$ cat config.mk
export PLATFORM = sky130hd
export DESIGN_NAME = pipe_hazard_ctrl_flat
export DESIGN_NICKNAME = d
export VERILOG_FILES = /design/src/rtl/pipe_hazard_ctrl_pkg.sv /design/src/rtl/pipe_hazard_ctrl_if.sv /design/src/rtl/pipe_hazard_ctrl_hazard_detect.sv /design/src/rtl/pipe_hazard_ctrl.sv /design/src/flat_wrapper.sv
export SDC_FILE = /design/constraint.sdc
export NUM_CORES = 1
export LEC_CHECK = 0
export CORE_UTILIZATION = 33
export DETAILED_ROUTE_END_ITERATION = 8
export GPL_TIMING_DRIVEN = 0
export PLACE_DENSITY = 0.59
export SETUP_SLACK_MARGIN = 0.4
export SLEW_MARGIN = 30
export SYNTH_ARGS = -nofsm -noshare
export SYNTH_HDL_FRONTEND = slang
export SYNTH_HIERARCHICAL = 1
export SYNTH_SLANG_ARGS = --single-unit
$ cat constraint.sdc
create_clock -name clk -period 5.3 [get_ports clk]
set_clock_uncertainty 0.05 [all_clocks]
set_input_delay 0.53 -clock clk [delete_from_list [all_inputs] [get_ports clk]]
set_output_delay 0.53 -clock clk [all_outputs]
set_load 0.02 [all_outputs]
$ cat src/rtl/pipe_hazard_ctrl_pkg.sv
// -----------------------------------------------------------------------------
// pipe_pkg
// Shared definitions for the 5-stage pipeline control logic:
//   - ctrl_state_e   : hazard sequencer FSM state (RUN, MEM_WAIT, ERR)
//   - REG_AW         : architectural register index width
//   - stage_ctrl_t   : bundle of every pipeline-register enable and flush
//   - CTRL_* consts  : canonical control patterns, including the bubble
//                      encoding driven while the pipeline is held in reset
// -----------------------------------------------------------------------------
package pipe_pkg;

  localparam int unsigned REG_AW = 5;

  typedef enum logic [1:0] {
    RUN      = 2'd0,
    MEM_WAIT = 2'd1,
    ERR      = 2'd2
  } ctrl_state_e;

  // Enables first, then flushes; a flush loads a bubble (all control fields 0).
  typedef struct packed {
    logic pc_en;
    logic ifid_en;
    logic idex_en;
    logic exmem_en;
    logic memwb_en;
    logic ifid_flush;
    logic idex_flush;
    logic exmem_flush;
    logic memwb_flush;
  } stage_ctrl_t;

  // Control fields carried by a bubble inside a pipeline register.
  localparam logic BUBBLE_CTRL = 1'b0;

  // Normal flow: every stage advances, nothing squashed.
  localparam stage_ctrl_t CTRL_RUN = '{
    pc_en: 1'b1, ifid_en: 1'b1, idex_en: 1'b1, exmem_en: 1'b1, memwb_en: 1'b1,
    ifid_flush: 1'b0, idex_flush: 1'b0, exmem_flush: 1'b0, memwb_flush: 1'b0
  };

  // Bubble everywhere: the next edge loads a bubble into every stage register.
  localparam stage_ctrl_t CTRL_BUBBLE_ALL = '{
    pc_en: 1'b0, ifid_en: 1'b0, idex_en: 1'b0, exmem_en: 1'b0, memwb_en: 1'b0,
    ifid_flush: 1'b1, idex_flush: 1'b1, exmem_flush: 1'b1, memwb_flush: 1'b1
  };

  // Data-memory wait: front of the pipe holds, WB receives a bubble.
  localparam stage_ctrl_t CTRL_MEM_FREEZE = '{
    pc_en: 1'b0, ifid_en: 1'b0, idex_en: 1'b0, exmem_en: 1'b0, memwb_en: 1'b1,
    ifid_flush: 1'b0, idex_flush: 1'b0, exmem_flush: 1'b0, memwb_flush: 1'b1
  };

  // Error: everything holds, nothing is squashed, so state stays inspectable.
  localparam stage_ctrl_t CTRL_HALT = '{
    pc_en: 1'b0, ifid_en: 1'b0, idex_en: 1'b0, exmem_en: 1'b0, memwb_en: 1'b0,
    ifid_flush: 1'b0, idex_flush: 1'b0, exmem_flush: 1'b0, memwb_flush: 1'b0
  };

endpackage

$ cat src/rtl/pipe_hazard_ctrl_if.sv
// -----------------------------------------------------------------------------
// pipe_hazard_ctrl_if
// Bundles the hazard sequencer's pipeline-facing signals.
//   master : the pipeline datapath (drives hazard inputs, receives controls)
//   slave  : pipe_hazard_ctrl
// Inputs to the sequencer:
//   id_rs1/id_rs2, id_use_rs1/id_use_rs2 : source regs of the ID instruction
//   ex_rd, ex_load, ex_br_taken          : EX instruction info
//   mem_req, dm_ready                    : data-memory access / completion
// Outputs from the sequencer:
//   pc_en, *_en, *_flush : pipeline register enables and bubble loads
//   mem_timeout          : sticky data-memory timeout flag
//   stall_cycles         : saturating count of cycles with pc_en=0
//   ctrl_state           : FSM state for debug
// -----------------------------------------------------------------------------
interface pipe_hazard_ctrl_if #(
  parameter int unsigned CNT_W = 32
);
  import pipe_pkg::*;

  logic [REG_AW-1:0] id_rs1;
  logic [REG_AW-1:0] id_rs2;
  logic              id_use_rs1;
  logic              id_use_rs2;
  logic [REG_AW-1:0] ex_rd;
  logic              ex_load;
  logic              ex_br_taken;
  logic              mem_req;
  logic              dm_ready;

  logic              pc_en;
  logic              ifid_en;
  logic              idex_en;
  logic              exmem_en;
  logic              memwb_en;
  logic              ifid_flush;
  logic              idex_flush;
  logic              exmem_flush;
  logic              memwb_flush;
  logic              mem_timeout;
  logic [CNT_W-1:0]  stall_cycles;
  logic [1:0]        ctrl_state;

  modport master (
    output id_rs1, id_rs2, id_use_rs1, id_use_rs2, ex_rd, ex_load, ex_br_taken,
           mem_req, dm_ready,
    input  pc_en, ifid_en, idex_en, exmem_en, memwb_en,
           ifid_flush, idex_flush, exmem_flush, memwb_flush,
           mem_timeout, stall_cycles, ctrl_state
  );

  modport slave (
    input  id_rs1, id_rs2, id_use_rs1, id_use_rs2, ex_rd, ex_load, ex_br_taken,
           mem_req, dm_ready,
    output pc_en, ifid_en, idex_en, exmem_en, memwb_en,
           ifid_flush, idex_flush, exmem_flush, memwb_flush,
           mem_timeout, stall_cycles, ctrl_state
  );

endinterface

$ cat src/rtl/pipe_hazard_ctrl_hazard_detect.sv
// -----------------------------------------------------------------------------
// hazard_detect
// Purely combinational load-use comparator. Flags when the instruction in ID
// reads the destination of a load currently in EX. x0 never hazards.
// Ports:
//   i_id_rs1, i_id_rs2         : ID source register indices
//   i_id_use_rs1, i_id_use_rs2 : ID instruction actually reads that source
//   i_ex_rd                    : EX destination register index
//   i_ex_load                  : EX instruction is a load
//   o_load_use                 : load-use hazard present
// -----------------------------------------------------------------------------
module hazard_detect
  import pipe_pkg::*;
(
  input  logic [REG_AW-1:0] i_id_rs1,
  input  logic [REG_AW-1:0] i_id_rs2,
  input  logic              i_id_use_rs1,
  input  logic              i_id_use_rs2,
  input  logic [REG_AW-1:0] i_ex_rd,
  input  logic              i_ex_load,
  output logic              o_load_use
);

  logic w_rs1_hit;
  logic w_rs2_hit;
  logic w_rd_nonzero;

  assign w_rs1_hit    = i_id_use_rs1 && (i_id_rs1 == i_ex_rd);
  assign w_rs2_hit    = i_id_use_rs2 && (i_id_rs2 == i_ex_rd);
  assign w_rd_nonzero = (i_ex_rd != '0);

  assign o_load_use = i_ex_load && w_rd_nonzero && (w_rs1_hit || w_rs2_hit);

endmodule

$ cat src/rtl/pipe_hazard_ctrl.sv
// -----------------------------------------------------------------------------
// pipe_hazard_ctrl
// Central stall/flush sequencer for the 5-stage pipeline. Drives the enable
// and flush of the PC, IF/ID, ID/EX, EX/MEM and MEM/WB registers.
// Priority: data-memory wait > taken branch > load-use.
// Ports:
//   clk  : clock
//   rst  : synchronous active-high reset
//   bus  : pipe_hazard_ctrl_if.slave (hazard inputs, stage controls,
//          mem_timeout, stall_cycles, ctrl_state)
// Parameters:
//   MEM_TIMEOUT : max consecutive data-memory wait cycles before ERR
//   CNT_W       : stall_cycles width (must match the interface CNT_W)
// -----------------------------------------------------------------------------
module pipe_hazard_ctrl
  import pipe_pkg::*;
#(
  parameter int unsigned MEM_TIMEOUT = 64,
  parameter int unsigned CNT_W       = 32
) (
  input  logic                clk,
  input  logic                rst,
  pipe_hazard_ctrl_if.slave   bus
);

  localparam int unsigned WAIT_W = $clog2(MEM_TIMEOUT + 1);
  localparam logic [WAIT_W-1:0] WAIT_LAST = WAIT_W'(MEM_TIMEOUT - 1);

  ctrl_state_e       r_state;
  ctrl_state_e       w_state_nxt;
  logic [WAIT_W-1:0] r_wait_cnt;
  logic [WAIT_W-1:0] w_wait_cnt_nxt;
  logic              r_mem_timeout;
  logic              w_mem_timeout_nxt;
  logic [CNT_W-1:0]  r_stall_cycles;

  logic              w_load_use;
  logic              w_mem_stall;
  stage_ctrl_t       w_ctrl;

  hazard_detect u_hazard_detect (
    .i_id_rs1     (bus.id_rs1),
    .i_id_rs2     (bus.id_rs2),
    .i_id_use_rs1 (bus.id_use_rs1),
    .i_id_use_rs2 (bus.id_use_rs2),
    .i_ex_rd      (bus.ex_rd),
    .i_ex_load    (bus.ex_load),
    .o_load_use   (w_load_use)
  );

  // In MEM_WAIT the access is already outstanding, so only dm_ready matters.
  always_comb begin
    w_mem_stall = 1'b0;
    if (r_state == RUN) begin
      w_mem_stall = bus.mem_req && !bus.dm_ready;
    end else if (r_state == MEM_WAIT) begin
      w_mem_stall = !bus.dm_ready;
    end
  end

  always_comb begin
    w_ctrl            = CTRL_RUN;
    w_state_nxt       = r_state;
    w_wait_cnt_nxt    = r_wait_cnt;
    w_mem_timeout_nxt = r_mem_timeout;

    if (rst) begin
      w_ctrl = CTRL_BUBBLE_ALL;
    end else begin
      case (r_state)
        RUN, MEM_WAIT: begin
          if (w_mem_stall) begin
            w_ctrl = CTRL_MEM_FREEZE;
            if (r_state == RUN) begin
              w_state_nxt    = MEM_WAIT;
              w_wait_cnt_nxt = WAIT_W'(1);
            end else if (r_wait_cnt == WAIT_LAST) begin
              w_state_nxt       = ERR;
              w_mem_timeout_nxt = 1'b1;
            end else begin
              w_wait_cnt_nxt = r_wait_cnt + WAIT_W'(1);
            end
          end else begin
            // Branch squashes the ID instruction, so its load-use is moot.
            if (bus.ex_br_taken) begin
              w_ctrl.ifid_flush = 1'b1;
              w_ctrl.idex_flush = 1'b1;
            end else if (w_load_use) begin
              w_ctrl.pc_en      = 1'b0;
              w_ctrl.ifid_en    = 1'b0;
              w_ctrl.idex_flush = 1'b1;
            end
            w_state_nxt    = RUN;
            w_wait_cnt_nxt = '0;
          end
        end
        ERR: begin
          w_ctrl = CTRL_HALT;
        end
        default: begin
          // Unreachable encoding: halt for one cycle and recover to RUN.
          w_ctrl         = CTRL_HALT;
          w_state_nxt    = RUN;
          w_wait_cnt_nxt = '0;
        end
      endcase
    end
  end

  always_ff @(posedge clk) begin
    if (rst) begin
      r_state        <= RUN;
      r_wait_cnt     <= '0;
      r_mem_timeout  <= 1'b0;
      r_stall_cycles <= '0;
    end else begin
      r_state       <= w_state_nxt;
      r_wait_cnt    <= w_wait_cnt_nxt;
      r_mem_timeout <= w_mem_timeout_nxt;
      if (!w_ctrl.pc_en && (r_stall_cycles != '1)) begin
        r_stall_cycles <= r_stall_cycles + CNT_W'(1);
      end
    end
  end

  assign bus.pc_en        = w_ctrl.pc_en;
  assign bus.ifid_en      = w_ctrl.ifid_en;
  assign bus.idex_en      = w_ctrl.idex_en;
  assign bus.exmem_en     = w_ctrl.exmem_en;
  assign bus.memwb_en     = w_ctrl.memwb_en;
  assign bus.ifid_flush   = w_ctrl.ifid_flush;
  assign bus.idex_flush   = w_ctrl.idex_flush;
  assign bus.exmem_flush  = w_ctrl.exmem_flush;
  assign bus.memwb_flush  = w_ctrl.memwb_flush;
  assign bus.mem_timeout  = r_mem_timeout;
  assign bus.stall_cycles = r_stall_cycles;
  assign bus.ctrl_state   = r_state;

endmodule
$ cat src/flat_wrapper.sv
// flat-port wrapper written by rule: the top's interface ports become plain ports
module pipe_hazard_ctrl_flat import pipe_pkg::*;
#(
  parameter int unsigned MEM_TIMEOUT = 64,
  parameter int unsigned CNT_W       = 32
)
  (clk, rst, bus_id_rs1, bus_id_rs2, bus_id_use_rs1, bus_id_use_rs2, bus_ex_rd, bus_ex_load, bus_ex_br_taken, bus_mem_req, bus_dm_ready, bus_pc_en, bus_ifid_en, bus_idex_en, bus_exmem_en, bus_memwb_en, bus_ifid_flush, bus_idex_flush, bus_exmem_flush, bus_memwb_flush, bus_mem_timeout, bus_stall_cycles, bus_ctrl_state);
  pipe_hazard_ctrl_if #(.CNT_W(CNT_W)) bus_i ();
  input  logic clk;
  input  logic rst;
  input wire logic [$bits(bus_i.id_rs1)-1:0] bus_id_rs1;
  input wire logic [$bits(bus_i.id_rs2)-1:0] bus_id_rs2;
  input wire logic [$bits(bus_i.id_use_rs1)-1:0] bus_id_use_rs1;
  input wire logic [$bits(bus_i.id_use_rs2)-1:0] bus_id_use_rs2;
  input wire logic [$bits(bus_i.ex_rd)-1:0] bus_ex_rd;
  input wire logic [$bits(bus_i.ex_load)-1:0] bus_ex_load;
  input wire logic [$bits(bus_i.ex_br_taken)-1:0] bus_ex_br_taken;
  input wire logic [$bits(bus_i.mem_req)-1:0] bus_mem_req;
  input wire logic [$bits(bus_i.dm_ready)-1:0] bus_dm_ready;
  output wire logic [$bits(bus_i.pc_en)-1:0] bus_pc_en;
  output wire logic [$bits(bus_i.ifid_en)-1:0] bus_ifid_en;
  output wire logic [$bits(bus_i.idex_en)-1:0] bus_idex_en;
  output wire logic [$bits(bus_i.exmem_en)-1:0] bus_exmem_en;
  output wire logic [$bits(bus_i.memwb_en)-1:0] bus_memwb_en;
  output wire logic [$bits(bus_i.ifid_flush)-1:0] bus_ifid_flush;
  output wire logic [$bits(bus_i.idex_flush)-1:0] bus_idex_flush;
  output wire logic [$bits(bus_i.exmem_flush)-1:0] bus_exmem_flush;
  output wire logic [$bits(bus_i.memwb_flush)-1:0] bus_memwb_flush;
  output wire logic [$bits(bus_i.mem_timeout)-1:0] bus_mem_timeout;
  output wire logic [$bits(bus_i.stall_cycles)-1:0] bus_stall_cycles;
  output wire logic [$bits(bus_i.ctrl_state)-1:0] bus_ctrl_state;
  assign bus_i.id_rs1 = bus_id_rs1;
  assign bus_i.id_rs2 = bus_id_rs2;
  assign bus_i.id_use_rs1 = bus_id_use_rs1;
  assign bus_i.id_use_rs2 = bus_id_use_rs2;
  assign bus_i.ex_rd = bus_ex_rd;
  assign bus_i.ex_load = bus_ex_load;
  assign bus_i.ex_br_taken = bus_ex_br_taken;
  assign bus_i.mem_req = bus_mem_req;
  assign bus_i.dm_ready = bus_dm_ready;
  assign bus_pc_en = bus_i.pc_en;
  assign bus_ifid_en = bus_i.ifid_en;
  assign bus_idex_en = bus_i.idex_en;
  assign bus_exmem_en = bus_i.exmem_en;
  assign bus_memwb_en = bus_i.memwb_en;
  assign bus_ifid_flush = bus_i.ifid_flush;
  assign bus_idex_flush = bus_i.idex_flush;
  assign bus_exmem_flush = bus_i.exmem_flush;
  assign bus_memwb_flush = bus_i.memwb_flush;
  assign bus_mem_timeout = bus_i.mem_timeout;
  assign bus_stall_cycles = bus_i.stall_cycles;
  assign bus_ctrl_state = bus_i.ctrl_state;
  pipe_hazard_ctrl #(.MEM_TIMEOUT(MEM_TIMEOUT), .CNT_W(CNT_W)) u_core (.clk(clk), .rst(rst), .bus(bus_i));
endmodule
==> results.cfg <==
[power_and_ir_drop]
irDropWorstVdd_uv = 80.2
internal_power_mw = 0.451
power.share.combinational_pct = 13.7
net-switching-power_mw = 0.154
switching_share_pct = 25.5
power.sequential.fraction_pct = 53.5
pwr_density_cell_nw_per_um2 = 194
finalPower_mw = 0.605
lkg_pwr_nw = 0.954
pwr-share-clk_pct = 32.8

[die]
rows = 29
effective_utilization_at_floorplan_pct = 35.1
die_h_um = 85.1
floorplan.core_area_um2 = 6490
ioPinCount = 67
floorplan.die_area_um2 = 7240
fp.dieW_um = 85.1

[cells_and_area]
diodes = 0
stdcell_area_um2 = 3110
area.growth.synth_to_final_pct = 36.6
final_common_cell = clkdlybuf4s50_1
fraction_of_layout_instances_using_a_drive_strength_above_1_pct = 5.44
finish.net_count = 374
layout.cells.most_common_list = clkdlybuf4s50_1 (66), dfxtp_1 (42), a21oi_1 (33)
fillers = 635
final-instance-count-excl-fill = 426

[setup_path]
critPathMaxStageDelay_ns = 0.52
arrival_time_at_the_worst_endpoint_ns = 2.97
r2r_setup_slack_ns = 2.71
buffer_and_inverter_count_on_the_worst_path = 4
worst-path-max-fanout = 4
setup.worst_path.start = bus_ex_rd[2]
crit-reg2reg-launch = u_core/bus.stall_cycles[0]$_SDFFE_PP0P_
worstSetupStartpointType = input port
timing.setup.critical_path_class = in -> out
crit-reg2reg-capture = u_core/bus.stall_cycles[1]$_SDFFE_PP0P_
crit_path_max_delay_family = buffers and inverters
critical_path.endpoint_type = output port
timing.reg2reg.worst_path_depth = 8
cp_slowest_cell = clkdlybuf4s50_1
timing.critical_path.required_ns = 4.72
worstPathCellList = clkdlybuf4s50_1 -> xor2_1 -> nor4_1 -> nand3_1 -> a21oi_1 -> nand2b_1 -> nand3_1 -> inv_1 -> buf_4 -> clkdlybuf4s50_1

[clocking]
cts_repair_resize_count = 0
hold_buffers = 0
insertion_delay_ns = 0.30
cts.path.max_buffers = 2
postCtsSetupBuffers = 0
root_buffer = clkbuf_8
cts_buffers = 5
cts_sinks = 42
cts.reportedPaths.clkPinSlew_ns = 0.07
clock_tree_from_tritoncts = yes
cts.htree.levels = 2

[global_routing]
grt_overflow_total = 0
grt_pass1_wl_um = 10600
gr_util_all_layers_pct = 18.2
maximum_number_of_pins_on_one_net_before_global_route_repair = 12
first_global_vias = 2258
number_of_antenna_violations_at_the_first_check_in_global_routing = 0

[sta]
setup_viol_count_final = 0
rsz_0062_raised_after_global_routing = no
worst-slew-pin-transition_ns = 0.740
final_period_minus_worst_setup_slack_ns = 3.55
timing_max_transition_violations_final = 0
worst_slew_margin_rel_pct = 50.3
totalNegativeSetupSlack_ns = 0
final_min_period_over_clock_period_pct = 67.0
hold_violations = 0
timing.fmax_mhz = 281

[logic_synthesis]
seq_area_frac_synth_pct = 36.9
yosysTopAreaCellShare_pct = 36.9
synth_nets = 301
postSynth.topFlopCell = dfxtp_1
avgSynthCellArea_um2 = 8.25
post-synth-top-area-cell = dfxtp_1
mappedNetlistArea_um2 = 2280
synth_enable_flop_cells = 0
yosys_warnings = 6
number_of_unique_standard_cell_types_used_by_synthesis = 44
syn_inst = 276
post_synth_main_area_contributors = dfxtp_1 (37%), a21oi_1 (7.3%), or3_1 (5.2%), o31ai_1 (4.6%), xor2_1 (4.6%)
synthArstFlopShare_pct = 0
ys_ff_latch = 42

[placement]
finalWeightedCongestion = 0.776
placed_cell_areas_um2 = 3030
place.port_buffers = 66
dpl.cell_count = 419
dp.final_hpwl_um = 4670

[routing]
detail_route.wirelength_um = 6320
initial_drt_markers = 88
drt.antenna.violating_nets = 0
drc_errors = 0
drt_pre_antenna_iters = 4
wl_per_cell_um = 14.8
via_count = 2395
vias_per_cell = 5.62

[flow_run]
maxCapViolations = 0

[min_path]
hold_end = u_core/r_wait_cnt[6]$_SDFFE_PP0P_
hold_path_startpoint = u_core/r_wait_cnt[6]$_SDFFE_PP0P_
hp-class = reg -> reg
worst_hold_path.num_cells = 2

[status]
run_status = complete, no violations
==> cell type report <==
cell class / instances / area [µm²] / area share, %
timing repair buffer: 66 / 661 / 21.2
tap: 77 / 96.3 / 3.10
clock buffer: 7 / 76.3 / 2.45
inverter: 6 / 22.5 / 0.724
sequential: 42 / 841 / 27.0
multi-input combinational: 217 / 1340 / 43.2
buffer: 11 / 70.1 / 2.25
==> registers in the layout (all words and copies together) (netlist names) <==
signal                   count
u_core/bus.stall_cycles     32
u_core/bus.ctrl_state        2
u_core/bus.mem_timeout       1
u_core/r_wait_cnt            7
==> tightest hold or removal path, delay by kind of cell (launching register included) <==
kind / cells / cell delay [ns]
compound gates: 1 / 0.07
flops: 1 / 0.33
simple gates: 1 / 0.04
==> cell usage after synthesis, types with 3 or more instances <==
library cell	count
dfxtp_1	42
a21oi_1	33
o21ai_0	20
or3_1	19
nand3_1	18
nand2_1	16
nor2_1	15
o31ai_1	14
nand4_1	13
or4_1	12
xor2_1	12
inv_1	6
and4_1	5
xnor2_1	4
and3_1	3
buf_4	3
clkbuf_1	3
nor2b_1	3
o21ai_1	3
==> layer usage <==
metal | global-route usage (%) | share of wire (%) | wire length [µm] | up-vias
li1 | - | - | - | 1199
met1 | 23.0 | 45 | 2870 | 1127
met2 | 30.6 | 48 | 3020 | 62
met3 | 4.47 | 5.5 | 345 | 7
met4 | 5.55 | 1.3 | 85 | 0
met5 | 0 | 0 | 0 | -
==> cells by family after synthesis <==
family | after synthesis | synth area share (%)
AO/OA/AOI/OAI | 80 | 21.0
XOR/XNOR | 16 | 6.15
adder cells (fa/ha/maj) | 2 | 1.10
buffers and inverters | 17 | 4.07
flip-flops | 42 | 36.9
multiplexers | 1 | 0.440
AND/OR/NAND/NOR | 118 | 30.3
==> worst max-delay path by stage <==
stage                                                to  slack, ns  cells past startpoint
2_1_floorplan  u_core/bus.stall_cycles[29]$_SDFFE_PP0P_       2.62                     10
3_3_place_gp                                  bus_pc_en       1.72                     10
3_5_place_dp                                  bus_pc_en       1.73                     10
4_1_cts                                       bus_pc_en       1.71                     10
5_1_grt                                       bus_pc_en       1.49                     10
6_report                                      bus_pc_en       1.75                     10
==> through the flow <==
stage,hold slack [ns],utilization [%],setup slack (ns)
finish,0.424,47.9,1.75
global route,0.457,47.9,1.49
CTS,0.422,47.9,1.71
detailed placement,0.409,46.7,1.73
global placement,0.406,46.7,1.72
floorplan,0.387,-,2.62
==> power groups by stage <==
stage | Sequential, mW | Combinational, mW | Clock [mW]
floorplan | 0.333 | 0.0371 | 0
global placement | 0.331 | 0.0834 | 0
detailed placement | 0.331 | 0.0836 | 0
CTS | 0.324 | 0.0839 | 0.204
global route | 0.325 | 0.0899 | 0.219
finish | 0.324 | 0.0830 | 0.198
No activity file was read; power rests on OpenSTA's default activity.
